`src/rtl/instr_fetch_unit_if.sv`:
```
// Instruction-memory read bus between the fetch unit (master) and imem (slave).
// Request/address are held by the master until the slave returns ack with data.
interface instr_fetch_unit_if #(
  parameter int PC_W    = 8,
  parameter int INSTR_W = 8
);
  logic               imem_req;
  logic [PC_W-1:0]    imem_addr;
  logic [INSTR_W-1:0] imem_rdata;
  logic               imem_ack;

  modport master (
    output imem_req,
    output imem_addr,
    input  imem_rdata,
    input  imem_ack
  );

  modport slave (
    input  imem_req,
    input  imem_addr,
    output imem_rdata,
    output imem_ack
  );
endinterface

```
`src/rtl/instr_fetch_unit.sv`:
```
// PC and instruction register with a req/ack imem fetch FSM (IDLE/FETCH/ERR).
// Define FETCH_TIMEOUT_EN to enable the FETCH watchdog that traps into ERR.
module instr_fetch_unit #(
  parameter int PC_W    = 8,
  parameter int INSTR_W = 8,
  parameter int TIMEOUT = 16
) (
  input  logic                clk,
  input  logic                en,
  input  logic                loadIR,
  input  logic                loadPC,
  input  logic                incPC,
  input  logic                selA,
  instr_fetch_unit_if.master  imem,
  output logic [3:0]          opcode,
  output logic [INSTR_W-5:0]  operand,
  output logic [PC_W-1:0]     pc,
  output logic                ir_valid,
  output logic                stall,
  output logic                fetch_err
);

  typedef enum logic [1:0] {
    S_IDLE  = 2'd0,
    S_FETCH = 2'd1,
    S_ERR   = 2'd2
  } state_t;

  state_t              r_state;
  state_t              w_state_nxt;
  logic [PC_W-1:0]     r_pc;
  logic [INSTR_W-1:0]  r_ir;
  logic [PC_W-1:0]     r_addr;
  logic                r_irv;

  logic                w_fetch;
  logic                w_jump;
  logic                w_inc;
  logic                w_start;
  logic                w_done;
  logic                w_to_hit;
  logic [PC_W+INSTR_W-5:0] w_ext;
  logic [PC_W-1:0]     w_tgt;

  assign w_fetch = loadIR;
  assign w_jump  = loadPC & selA & ~loadIR;
  assign w_inc   = incPC & ~w_jump;
  assign w_start = (r_state == S_IDLE) & w_fetch;
  assign w_done  = (r_state == S_FETCH) & imem.imem_ack;

  assign w_ext   = {{PC_W{1'b0}}, r_ir[INSTR_W-5:0]};
  assign w_tgt   = w_ext[PC_W-1:0];

`ifdef FETCH_TIMEOUT_EN
  localparam int CNT_W = (TIMEOUT > 2) ? $clog2(TIMEOUT) : 1;
  logic [CNT_W-1:0] r_cnt;

  assign w_to_hit = (r_cnt == CNT_W'(TIMEOUT - 1));

  always_ff @(posedge clk) begin
    if (!en) begin
      r_cnt <= '0;
    end else if (w_start) begin
      r_cnt <= '0;
    end else if (r_state == S_FETCH && !imem.imem_ack && !w_to_hit) begin
      r_cnt <= r_cnt + CNT_W'(1);
    end
  end
`else
  assign w_to_hit = 1'b0;
`endif

  always_ff @(posedge clk) begin
    if (!en) begin
      r_state <= S_IDLE;
    end else begin
      r_state <= w_state_nxt;
    end
  end

  always_comb begin
    w_state_nxt = r_state;
    unique case (r_state)
      S_IDLE: begin
        if (w_fetch) w_state_nxt = S_FETCH;
      end
      S_FETCH: begin
        if (imem.imem_ack) w_state_nxt = S_IDLE;
        else if (w_to_hit) w_state_nxt = S_ERR;
      end
      S_ERR:   w_state_nxt = S_ERR;
      default: w_state_nxt = S_IDLE;
    endcase
  end

  always_comb begin
    imem.imem_req = (r_state == S_FETCH);
    stall         = (r_state == S_FETCH) | (r_state == S_ERR);
`ifdef FETCH_TIMEOUT_EN
    fetch_err     = (r_state == S_ERR);
`else
    fetch_err     = 1'b0;
`endif
  end

  // The address latches the pre-update PC, so a same-cycle jump/inc is not fetched.
  always_ff @(posedge clk) begin
    if (!en) begin
      r_pc   <= '0;
      r_ir   <= '0;
      r_addr <= '0;
      r_irv  <= 1'b0;
    end else begin
      r_irv <= w_done;
      if (w_done)  r_ir   <= imem.imem_rdata;
      if (w_start) r_addr <= r_pc;
      if (r_state != S_ERR) begin
        if (w_jump)     r_pc <= w_tgt;
        else if (w_inc) r_pc <= r_pc + PC_W'(1);
      end
    end
  end

  assign imem.imem_addr = r_addr;
  assign opcode         = r_ir[INSTR_W-1 -: 4];
  assign operand        = r_ir[INSTR_W-5:0];
  assign pc             = r_pc;
  assign ir_valid       = r_irv;

endmodule

```
`src/flat_wrapper.sv`:
```
// flat-port wrapper written by rule: the top's interface ports become plain ports
module instr_fetch_unit_flat 
#(
  parameter int PC_W    = 8,
  parameter int INSTR_W = 8,
  parameter int TIMEOUT = 16
)
  (clk, en, loadIR, loadPC, incPC, selA, opcode, operand, pc, ir_valid, stall, fetch_err, imem_imem_req, imem_imem_addr, imem_imem_rdata, imem_imem_ack);
  instr_fetch_unit_if #(.PC_W(PC_W), .INSTR_W(INSTR_W)) imem_i ();
  input  logic clk;
  input  logic en;
  input  logic loadIR;
  input  logic loadPC;
  input  logic incPC;
  input  logic selA;
  output logic [3:0] opcode;
  output logic [INSTR_W-5:0] operand;
  output logic [PC_W-1:0] pc;
  output logic ir_valid;
  output logic stall;
  output logic fetch_err;
  output wire logic [$bits(imem_i.imem_req)-1:0] imem_imem_req;
  output wire logic [$bits(imem_i.imem_addr)-1:0] imem_imem_addr;
  input wire logic [$bits(imem_i.imem_rdata)-1:0] imem_imem_rdata;
  input wire logic [$bits(imem_i.imem_ack)-1:0] imem_imem_ack;
  assign imem_imem_req = imem_i.imem_req;
  assign imem_imem_addr = imem_i.imem_addr;
  assign imem_i.imem_rdata = imem_imem_rdata;
  assign imem_i.imem_ack = imem_imem_ack;
  instr_fetch_unit #(.PC_W(PC_W), .INSTR_W(INSTR_W), .TIMEOUT(TIMEOUT)) u_core (.clk(clk), .en(en), .loadIR(loadIR), .loadPC(loadPC), .incPC(incPC), .selA(selA), .imem(imem_i), .opcode(opcode), .operand(operand), .pc(pc), .ir_valid(ir_valid), .stall(stall), .fetch_err(fetch_err));
endmodule
```
`config.mk`:
```
export PLATFORM = sky130hd
export DESIGN_NAME = instr_fetch_unit_flat
export DESIGN_NICKNAME = d
export VERILOG_FILES = /design/src/rtl/instr_fetch_unit_if.sv /design/src/rtl/instr_fetch_unit.sv /design/src/flat_wrapper.sv
export SDC_FILE = /design/constraint.sdc
export NUM_CORES = 1
export LEC_CHECK = 0
export CORE_MARGIN = 8
export CORE_UTILIZATION = 41
export CTS_BUF_LIST = sky130_fd_sc_hd__clkbuf_8 sky130_fd_sc_hd__clkbuf_16
export DETAILED_ROUTE_END_ITERATION = 12
export PLACE_DENSITY = 0.84
export SYNTH_ARGS = -nofsm -noshare
export SYNTH_HDL_FRONTEND = slang
export SYNTH_SLANG_ARGS = --single-unit
```
`constraint.sdc`:
```
create_clock -name clk -period 1.39 [get_ports clk]
set_input_delay 0.417 -clock clk [delete_from_list [all_inputs] [get_ports clk]]
set_output_delay 0.417 -clock clk [all_outputs]
set_load 0.05 [all_outputs]
```
==> results of run 1 <==
what timing repair did:
item	CTS	global route
resized for setup	16	16
pin swaps	6	1
cloned	0	0
setup buffers	0	6
setup endpoints to repair	11	18
tightest hold or removal path, cell delays in order (launching register included):
cell and delay, ps:
dfxtp_1 350, nand2_1 60, a21oi_1 50
cell usage after synthesis (2+ instances only):
cell type / number
nand3_1: 23
a2111oi_2: 3
nor2b_1: 4
nand4_1: 2
ha_1: 6
nand2_1: 23
clkbuf_1: 3
dfxtp_1: 27
mux2i_1: 6
buf_2: 4
o21ai_0: 2
or3_1: 4
a21oi_1: 21
or3b_1: 3
inv_1: 4
flip-flops by register name, indices dropped and copies added, names as in the netlist:
register	count
u_core.imem.imem_addr	8
u_core.pc	8
u_core.r_ir	8
u_core.r_state	2
u_core.ir_valid	1
per-stage QoR:
stage / power [mW] / hold WS [ps]
global route: 1.954 / 517.5
detailed placement: 1.389 / 487.3
finish: 1.880 / 497.9
CTS: 1.854 / 501.3
global placement: 1.371 / 477.9
floorplan: 1.126 / 478.1
kinds of logic (layout without fill, tap and decap cells):
logic type      after synthesis  in the layout  share of synthesized area
simple gates                 64             64                     0.2630
other cells                   1              1                   0.002835
mux                           7              7                    0.05393
fa+ha+maj                     6              6                    0.05676
flops                        27             27                     0.4087
buf+inv                      14             78                    0.05203
compound gates               31             31                     0.1627
area by class of cell:
cell class                      instances  area [µm²]  share of cell area
Timing Repair Buffer                   70       915.9              0.3760
Multi-Input combinational cell        109       833.3              0.3421
Sequential cell                        27       561.8              0.2306
Tap cell                               44       55.05             0.02260
Clock buffer                            3       41.29             0.01695
Inverter                                4       21.27            0.008731
Clock inverter                          1       7.507            0.003082
cells in the final DEF (no fill, tap or decap), types with 5 or more instances in the layout:
cell,count
buf_4,24
nand2_1,22
a21oi_1,19
buf_12,27
clkdlybuf4s50_1,10
nand3_1,22
buf_6,5
dfxtp_2,5
mux2i_1,6
dfxtp_1,18
worst min path at each step:
stage	startpoint	endpoint	cells after the start
floorplan	u_core.r_state[1]$_SDFFE_PN0P_	u_core.r_state[1]$_SDFFE_PN0P_	2
global placement	u_core.imem.imem_addr[6]$_SDFFE_PN0P_	u_core.imem.imem_addr[6]$_SDFFE_PN0P_	2
detailed placement	u_core.imem.imem_addr[6]$_SDFFE_PN0P_	u_core.imem.imem_addr[6]$_SDFFE_PN0P_	2
CTS	u_core.r_ir[7]$_SDFFE_PN0P_	u_core.r_ir[7]$_SDFFE_PN0P_	2
global route	u_core.r_ir[7]$_SDFFE_PN0P_	u_core.r_ir[7]$_SDFFE_PN0P_	2
finish	u_core.r_ir[7]$_SDFFE_PN0P_	u_core.r_ir[7]$_SDFFE_PN0P_	2
metal layers:
| layer | track usage | vias up |
|---|---|---|
| met5 | 0 | - |
| met3 | 0.05769 | 6 |
| met1 | 0.1586 | 662 |
| met4 | 0.04222 | 0 |
| met2 | 0.3032 | 45 |
| li1 | - | 669 |
power by group:
group          switching, mW  internal (mW)
logic                  0.296          0.281
registers             0.0357          0.800
clock network          0.264          0.204
total                  0.596           1.28
==> results.json, run 1 <==
{
  "cellLeakagePower_nw": 0.9059,
  "gr-usage-all-layers": 0.1601,
  "clock-sinks": 27,
  "failed_checks": "setup timing",
  "grt_pass1_vias": 1419,
  "grt_pass1_wl_um": 6879,
  "firstDrtPassIters": 4,
  "num_antenna_cells": 0,
  "yosys_register_bits": 27,
  "hp-class": "reg -> reg",
  "dieArea_mm2": 0.005299,
  "start_util": 0.4332,
  "nets": 236,
  "crit_family": "flip-flops",
  "cp_max_fo": 3,
  "yosys_warnings": 0,
  "synth_largest_area_cell": "dfxtp_1",
  "maxCapViolations": 0,
  "r2r_start": "u_core.r_state[0]$_SDFFE_PN0P_",
  "grt_overflow": 0,
  "wl_um": 4370,
  "clock_skew_ps": 5.422,
  "critPathBufInv": 2,
  "grt_max_degree": 17,
  "drt_iter0_markers": 47,
  "ios": 43,
  "syn-num-nets": 171,
  "routed-wl-met2_um": 2308,
  "setup_tns_ps": -406.9,
  "stdcell_count": 258,
  "pre_cts_ws_ps": -489.2,
  "clk_latency_ps": 270,
  "drc": 0,
  "antenna_found_initial": 0,
  "ys_top_cells_by_area": "dfxtp_1 41%, nand3_1 8.7%, a21oi_1 7.9%",
  "num_rows": 20,
  "async_flop_share": 0,
  "r2r-end": "u_core.pc[3]$_SDFFE_PN0P_",
  "ys_seq_area_frac": 0.4087,
  "syn_avg_cell_area_um2": 8.817,
  "crit_type": "reg -> out",
  "critical-path-max-stage-delay_ps": 390,
  "fillCellCount": 204,
  "die_h_um": 72.80,
  "postCtsHoldBufs": 0,
  "dp.final_hpwl_um": 3331,
  "setup_ws_ps": -133.8,
  "clock_path_buffers": 2,
  "coreArea_mm2": 0.003053,
  "crit_slowest_cell": "dfxtp_4",
  "portBuffers": 41,
  "post_dp_cell_area_mm2": 0.002216,
  "setup_viol": 7,
  "dominantRegCellSynth": "dfxtp_1",
  "cts-root-buf": "clkbuf_8",
  "ant_nets": 0,
  "r2r_cells": 5,
  "dp.cells": 248,
  "crit_cells": 3,
  "die_x_um": 72.80,
  "drive_gt1_frac": 0.4252,
  "r2r_slack_ps": -100,
  "critPathLaunch": "u_core.r_state[1]$_SDFFE_PN0P_",
  "wl_met3_um": 309,
  "final_area_mm2": 0.002436,
  "fmax_mhz": 656.2,
  "place_congestion": 0.8871,
  "hold_violations": 0,
  "power_density_mw_per_mm2": 771.8,
  "via_count": 1382,
  "end_kind": "output port",
  "synth_top_area_frac": 0.4087,
  "synth-edff-count": 0,
  "tritoncts": "built",
  "synthCells": 150,
  "ys_types": 30,
  "finalCritPeriodShare": 1.096,
  "synth_area_mm2": 0.001323,
  "m1WireLength_um": 1703,
  "worstPathRequired_ps": 970,
  "top_signal_layer_used": "met4",
  "clk_transition_reported_paths_ps": 100,
  "arrival_ps": 1110,
  "status": "complete, but fails checks",
  "area_delta_synth_final_pct": 84.20,
  "vdd_drop_max_mv": 0.4929,
  "rsz0062_at_grt": "true",
  "endpoint": "stall",
  "path_cells": "inv_4, ha_4, buf_12",
  "cts_buffers": 3,
  "slew_viol_final": 0,
  "wl_per_cell_um": 16.94,
  "vias_per_cell": 5.357,
  "period_minus_slack_ps": 1524,
  "cts_htree_levels": 1,
  "utilization": 0.7980,
  "cp-start-kind": "flip-flop"
}
(Power assumes the default switching activity.)
==> run 2, diff against run 1 <==
--- a/config.mk
+++ b/config.mk
@@ -5,11 +5,13 @@
 export SDC_FILE = /design/constraint.sdc
 export NUM_CORES = 1
 export LEC_CHECK = 0
+export ABC_AREA = 1
 export CORE_MARGIN = 8
-export CORE_UTILIZATION = 41
+export CORE_UTILIZATION = 30
 export CTS_BUF_LIST = sky130_fd_sc_hd__clkbuf_8 sky130_fd_sc_hd__clkbuf_16
 export DETAILED_ROUTE_END_ITERATION = 12
-export PLACE_DENSITY = 0.84
+export PLACE_DENSITY = 0.68
+export SLEW_MARGIN = 10
 export SYNTH_ARGS = -nofsm -noshare
 export SYNTH_HDL_FRONTEND = slang
 export SYNTH_SLANG_ARGS = --single-unit
==> run 2 against run 1 <==
  * Global-route usage shrank 5.3 points
  * Highest routed layer unchanged
  * Area after synthesis decreased by 7.9%
  * Setup slack gained 14 ps
  * Total power rose by 70%
  * Critical path type unchanged
  * The run still ends with setup timing left
  * Clock skew grew 3.0 ps
  * Synthesized cell count grew 9.3%
  * Critical endpoint unchanged
  * Clock power fell by 5.8%
==> results.json, run 2 <==
{
  "status": "complete, but fails checks",
  "failed_checks": "setup timing",
  "gr-usage-all-layers": 0.1073,
  "async_flop_share": 0,
  "synth_top_area_frac": 0.4435,
  "grt_pass1_vias": 1253,
  "clock-sinks": 27,
  "drt_iter0_markers": 41,
  "rsz0062_at_grt": "true",
  "power.net_switching_mw": 1.282,
  "cp_max_fo": 4,
  "coreArea_mm2": 0.003943,
  "wl_um": 3178,
  "grt_max_degree": 22,
  "worstPathRequired_ps": 970,
  "synth-edff-count": 0,
  "ios": 43,
  "synth_xor_area_frac": 0.007187,
  "setup_tns_ps": -176.3,
  "synth_most_common_cell": "nor2_1",
  "finalCritPeriodShare": 1.086,
  "synth_top_family_by_area": "simple AND/OR/NAND/NOR gates",
  "yosys.area_share.simple": 0.2464,
  "end_kind": "output port",
  "p_clk_frac": 0.138,
  "synthCells": 164,
  "final_cell_mix": "37 x nor2_1, 27 x buf_12, 23 x o21ai_0",
  "muxShareOfSynthArea": 0,
  "nets": 238,
  "p_sw_frac": 0.4004,
  "setup_viol": 2,
  "dp.final_hpwl_um": 2556,
  "fillCellCount": 351,
  "vdd_drop_max_mv": 0.7303,
  "drc": 0,
  "yosys_warnings": 0,
  "synth-compound-area-share": 0.1612,
  "postCtsHoldBufs": 0,
  "num_rows": 23,
  "arrival_ps": 1090,
  "clk_transition_reported_paths_ps": 100,
  "total_power_mw": 3.202,
  "ys_types": 22,
  "dominantRegCellSynth": "dfxtp_1",
  "fmax_mhz": 662.4,
  "power_density_mw_per_mm2": 1508,
  "ant_nets": 0,
  "wl_per_cell_um": 11.95,
  "area_delta_synth_final_pct": 74.23,
  "final_common_cell": "nor2_1",
  "pwr-share-comb": 0.532,
  "syn_avg_cell_area_um2": 7.431,
  "crit_type": "reg -> out",
  "slew_viol_final": 0,
  "maxCapViolations": 0,
  "clock_path_buffers": 2,
  "vias_per_cell": 4.447,
  "setup_ws_ps": -119.6,
  "syn-num-nets": 185,
  "clock_skew_ps": 8.424,
  "cts-root-buf": "clkbuf_8",
  "yosys_register_bits": 27,
  "cp-start-kind": "flip-flop",
  "synth_fa_ha_area_frac": 0.06160,
  "synth_area_mm2": 0.001219,
  "ys_seq_area_frac": 0.4435,
  "synth_largest_area_cell": "dfxtp_1",
  "grt_pass1_wl_um": 5602,
  "cts_buffers": 3,
  "ys_top_cells_by_area": "dfxtp_1 44%, nor2_1 12%, o21ai_0 9.9%",
  "grt_overflow": 0,
  "drive_gt1_frac": 0.2870,
  "clk_latency_ps": 270,
  "p_int_mw": 1.920,
  "portBuffers": 41,
  "ys_top_cells_by_count": "38 x nor2_1, 27 x dfxtp_1, 24 x o21ai_0",
  "tritoncts": "built",
  "num_antenna_cells": 0,
  "dieArea_mm2": 0.006358,
  "die_h_um": 79.74,
  "place_congestion": 0.9204,
  "hold_violations": 0,
  "start_util": 0.3091,
  "firstDrtPassIters": 5,
  "period_minus_slack_ps": 1510,
  "seqPwrFrac": 0.331,
  "cellLeakagePower_nw": 0.8932,
  "die_x_um": 79.74,
  "via_count": 1183,
  "antenna_found_initial": 0,
  "hp-class": "reg -> reg",
  "cts_htree_levels": 1
}
==> run 2: changes by cell type after synthesis, sizes merged, moves of 2 or more <==
cell,delta
a2111oi,-3
buf,-4
inv,+14
nand3,-17
nor2b,-4
nor2,+39
mux2i,-6
or3b,-3
o21ai,+23
or3,-4
nand2,-2
a21oi,-9
==> run 2: worst paths after layout <==
check	start	to	slack [ps]	cells past startpoint
worst max register to register	u_core.r_state[1]$_SDFFE_PN0P_	u_core.pc[6]$_SDFFE_PN0P_	80	6
worst max-delay path	u_core.r_state[1]$_SDFFE_PN0P_	stall	-120	3
worst min register to register	u_core.r_state[1]$_SDFFE_PN0P_	u_core.r_state[1]$_SDFFE_PN0P_	520	2
worst min-delay path	u_core.r_state[1]$_SDFFE_PN0P_	u_core.r_state[1]$_SDFFE_PN0P_	520	2
==> run 2: area by class of cell <==
cell class                      count  area [µm²]  area share
Timing Repair Buffer               53       778.2      0.3665
Clock buffer                        3       41.29     0.01945
Tap cell                           50       62.56     0.02946
Multi-Input combinational cell    114       620.6      0.2923
Inverter                           18       70.07     0.03300
Clock inverter                      1       3.754    0.001768
Sequential cell                    27       546.8      0.2575
==> run 2: kinds of logic after synthesis <==
| kind of cell | count (synthesis) |
|---|---|
| compound gates | 37 |
| xor+xnor | 1 |
| fa+ha+maj | 6 |
| buf+inv | 23 |
| flops | 27 |
| other cells | 1 |
| simple gates | 69 |
==> run 2: repair_timing <==
action                                  CTS  global route
buffers inserted                          3             0
endpoints found under the setup margin    5            10
resized for setup                        11             5
pin swaps                                 1             1
==> run 2: power groups by stage <==
stage	Clock, mW	Combinational (mW)	Sequential, mW
global placement	0	1.59	1.06
detailed placement	0	1.61	1.07
CTS	0.450	1.71	1.06
floorplan	0	0.487	1.37
global route	0.496	1.83	1.08
finish	0.441	1.70	1.06
==> run 2: metrics by stage <==
step | utilization | cells | setup slack (ps) | cell area, µm² | hold WS, ps
after floorplan | - | 164 | 1.057 | 1225 | 516.6
final | 0.5386 | 266 | -119.6 | 2123 | 524.4
after CTS | 0.5367 | 266 | -117.4 | 2116 | 519.0
after global placement | 0.5097 | 259 | -270.5 | 2009 | 511.7
after global routing | 0.5386 | 266 | -152.0 | 2123 | 551.4
after detailed placement | 0.5097 | 259 | -323.6 | 2009 | 516.8
==> run 2: critical path, cell delays in order, from the launching register on <==
cell	delay, ps
dfxtp_2	370
inv_4	60
ha_4	270
buf_12	130
==> run 2: per-layer routing <==
layer | share of wire | GRT usage | vias to the layer above
li1 | - | - | 622
met1 | 0.41 | 0.1178 | 521
met2 | 0.49 | 0.1883 | 33
met3 | 0.083 | 0.03829 | 7
met4 | 0.014 | 0.03273 | 0
met5 | 0 | 0 | -
==> run 3, diff against run 2 <==
--- a/config.mk
+++ b/config.mk
@@ -10,7 +10,7 @@
 export CORE_UTILIZATION = 30
 export CTS_BUF_LIST = sky130_fd_sc_hd__clkbuf_8 sky130_fd_sc_hd__clkbuf_16
 export DETAILED_ROUTE_END_ITERATION = 12
-export PLACE_DENSITY = 0.68
+export PLACE_DENSITY = 0.66
 export SLEW_MARGIN = 10
 export SYNTH_ARGS = -nofsm -noshare
 export SYNTH_HDL_FRONTEND = slang
==> constraint.sdc (replaced) <==
create_clock -name clk -period 1.9 [get_ports clk]
set_input_delay 0.57 -clock clk [delete_from_list [all_inputs] [get_ports clk]]
set_output_delay 0.57 -clock clk [all_outputs]
set_load 0.05 [all_outputs]
==> run 3 against run 2 <==
  * The flow now finishes without violations
  * Non-clock buffer count shrank 10
  * Cell area shrank 18%
  * Register-to-register slack gained 390 ps
  * Via count shrank 6.1%
  * Clock skew shrank 6.4 ps
  * Hold slack lost 43 ps
  * Critical path depth is the same
  * Critical path type unchanged
==> results.json, run 3 (synthesis results as in run 2) <==
{
  "critical-path-max-stage-delay_ps": 370,
  "drive_gt1_frac": 0.1990,
  "total_power_mw": 2.000,
  "cts_htree_levels": 1,
  "num_antenna_cells": 0,
  "cts-root-buf": "clkbuf_8",
  "path_cells": "inv_1, ha_1, buf_12",
  "antenna_found_initial": 0,
  "grt_overflow": 0,
  "p_int_mw": 1.146,
  "coreArea_mm2": 0.003943,
  "vdd_drop_max_mv": 0.6163,
  "pre_cts_ws_ps": 70.26,
  "ios": 43,
  "crit_type": "reg -> out",
  "vias_per_cell": 4.340,
  "dieArea_mm2": 0.006358,
  "pwr-share-comb": 0.474,
  "area_delta_synth_final_pct": 43.33,
  "slew_viol_final": 0,
  "grt_pass1_wl_um": 4919,
  "gr-usage-all-layers": 0.09598,
  "postCtsHoldBufs": 0,
  "clock_skew_ps": 2.001,
  "num_rows": 23,
  "via_count": 1111,
  "setup_viol": 0,
  "cts_setup_buffers": 0,
  "power_density_mw_per_mm2": 1145,
  "power.net_switching_mw": 0.8539,
  "end_kind": "output port",
  "place_congestion": 0.7916,
  "wl_per_cell_um": 11.29,
  "wl_um": 2890,
  "dp.final_hpwl_um": 2291,
  "clk_transition_reported_paths_ps": 90,
  "ant_nets": 0,
  "drt_iter0_markers": 63,
  "cts_buffers": 3,
  "period_minus_slack_ps": 1791,
  "setup_ws_ps": 108.9,
  "grt_pass1_vias": 1123,
  "stdcell_count": 256,
  "ff_latch_area_um2": 540.5,
  "cellLeakagePower_nw": 0.7594,
  "clock_path_buffers": 2,
  "arrival_ps": 1220,
  "drc": 0,
  "portBuffers": 41,
  "final_common_cell": "nor2_1",
  "status": "finished clean",
  "hp-class": "reg -> reg",
  "cp_max_fo": 4,
  "final_area_mm2": 0.001747,
  "finalCritPeriodShare": 0.9427,
  "utilization": 0.4430,
  "timing.hold.ws_ps": 481.3,
  "critPathBufInv": 2,
  "p_sw_frac": 0.4269,
  "cp-start-kind": "flip-flop",
  "fillCellCount": 398,
  "maxCapViolations": 0,
  "fmax_mhz": 558.3,
  "nets": 228,
  "worstPathRequired_ps": 1330,
  "cts_resized": 0,
  "die_x_um": 79.74,
  "die_h_um": 79.74,
  "clk_latency_ps": 270,
  "crit_slowest_cell": "dfxtp_1",
  "setup_tns_ps": 0,
  "seqPwrFrac": 0.364,
  "grt_max_degree": 22,
  "final_cell_mix": "38 x nor2_1, 27 x dfxtp_1, 24 x o21ai_0",
  "rsz0062_at_grt": "false",
  "dp.cells": 252,
  "clock-sinks": 27,
  "start_util": 0.3091,
  "firstDrtPassIters": 4,
  "post_dp_cell_area_mm2": 0.001700,
  "multi_input_area_um2": 584.3,
  "p_clk_frac": 0.162,
  "hold_violations": 0,
  "crit_family": "flip-flops",
  "tritoncts": "built"
}
run 3: cell count changes in the layout (fill, tap and decap cells not counted), sizes merged:
cell and change:
dlygate4sd2 -1, buf -10, inv -1, dlymetal6s2s -2, clkdlybuf4s50 +3, clkinv +1
run 3: cell type report:
type                       instances  share of cell area
multi-input combinational        114              0.3345
sequential                        27              0.3095
timing repair buffer              43              0.2550
inverter                          18             0.03868
tap                               50             0.03582
clock buffer                       3             0.02364
clock inverter                     1            0.002865
run 3: path summary, 6_finish.rpt:
check                                  from                     endpoint  cells after the start  slack [ps]
min reg2reg     u_core.r_ir[2]$_SDFFE_PN0P_  u_core.r_ir[2]$_SDFFE_PN0P_                      2         480
max          u_core.r_state[1]$_SDFFE_PN0P_                        stall                      3         110
max reg2reg  u_core.r_state[1]$_SDFFE_PN0P_  u_core.r_ir[4]$_SDFFE_PN0P_                      6         470
min             u_core.r_ir[2]$_SDFFE_PN0P_  u_core.r_ir[2]$_SDFFE_PN0P_                      2         480
run 3: worst register-to-register path, stage by stage, from the launching register on:
cell,delay [ps]
dfxtp_1,370
inv_1,100
ha_1,240
nand2_1,250
inv_1,200
nor2_1,120
nor2_1,50
run 3: per-layer routing:
layer	vias up	track usage	part of all wire
li1	606	-	-
met1	465	0.1080	0.46
met2	35	0.1532	0.42
met3	5	0.05518	0.11
met4	0	0.02182	0.0059
met5	-	0	0
run 3: power by group through the flow:
stage               sequential [mW]  combinational, mW  clock, mW
finish                        0.727              0.949      0.324
global route                  0.743               1.02      0.362
CTS                           0.730              0.960      0.338
detailed placement            0.743              0.958          0
global placement              0.739              0.954          0
floorplan                      1.00              0.353          0
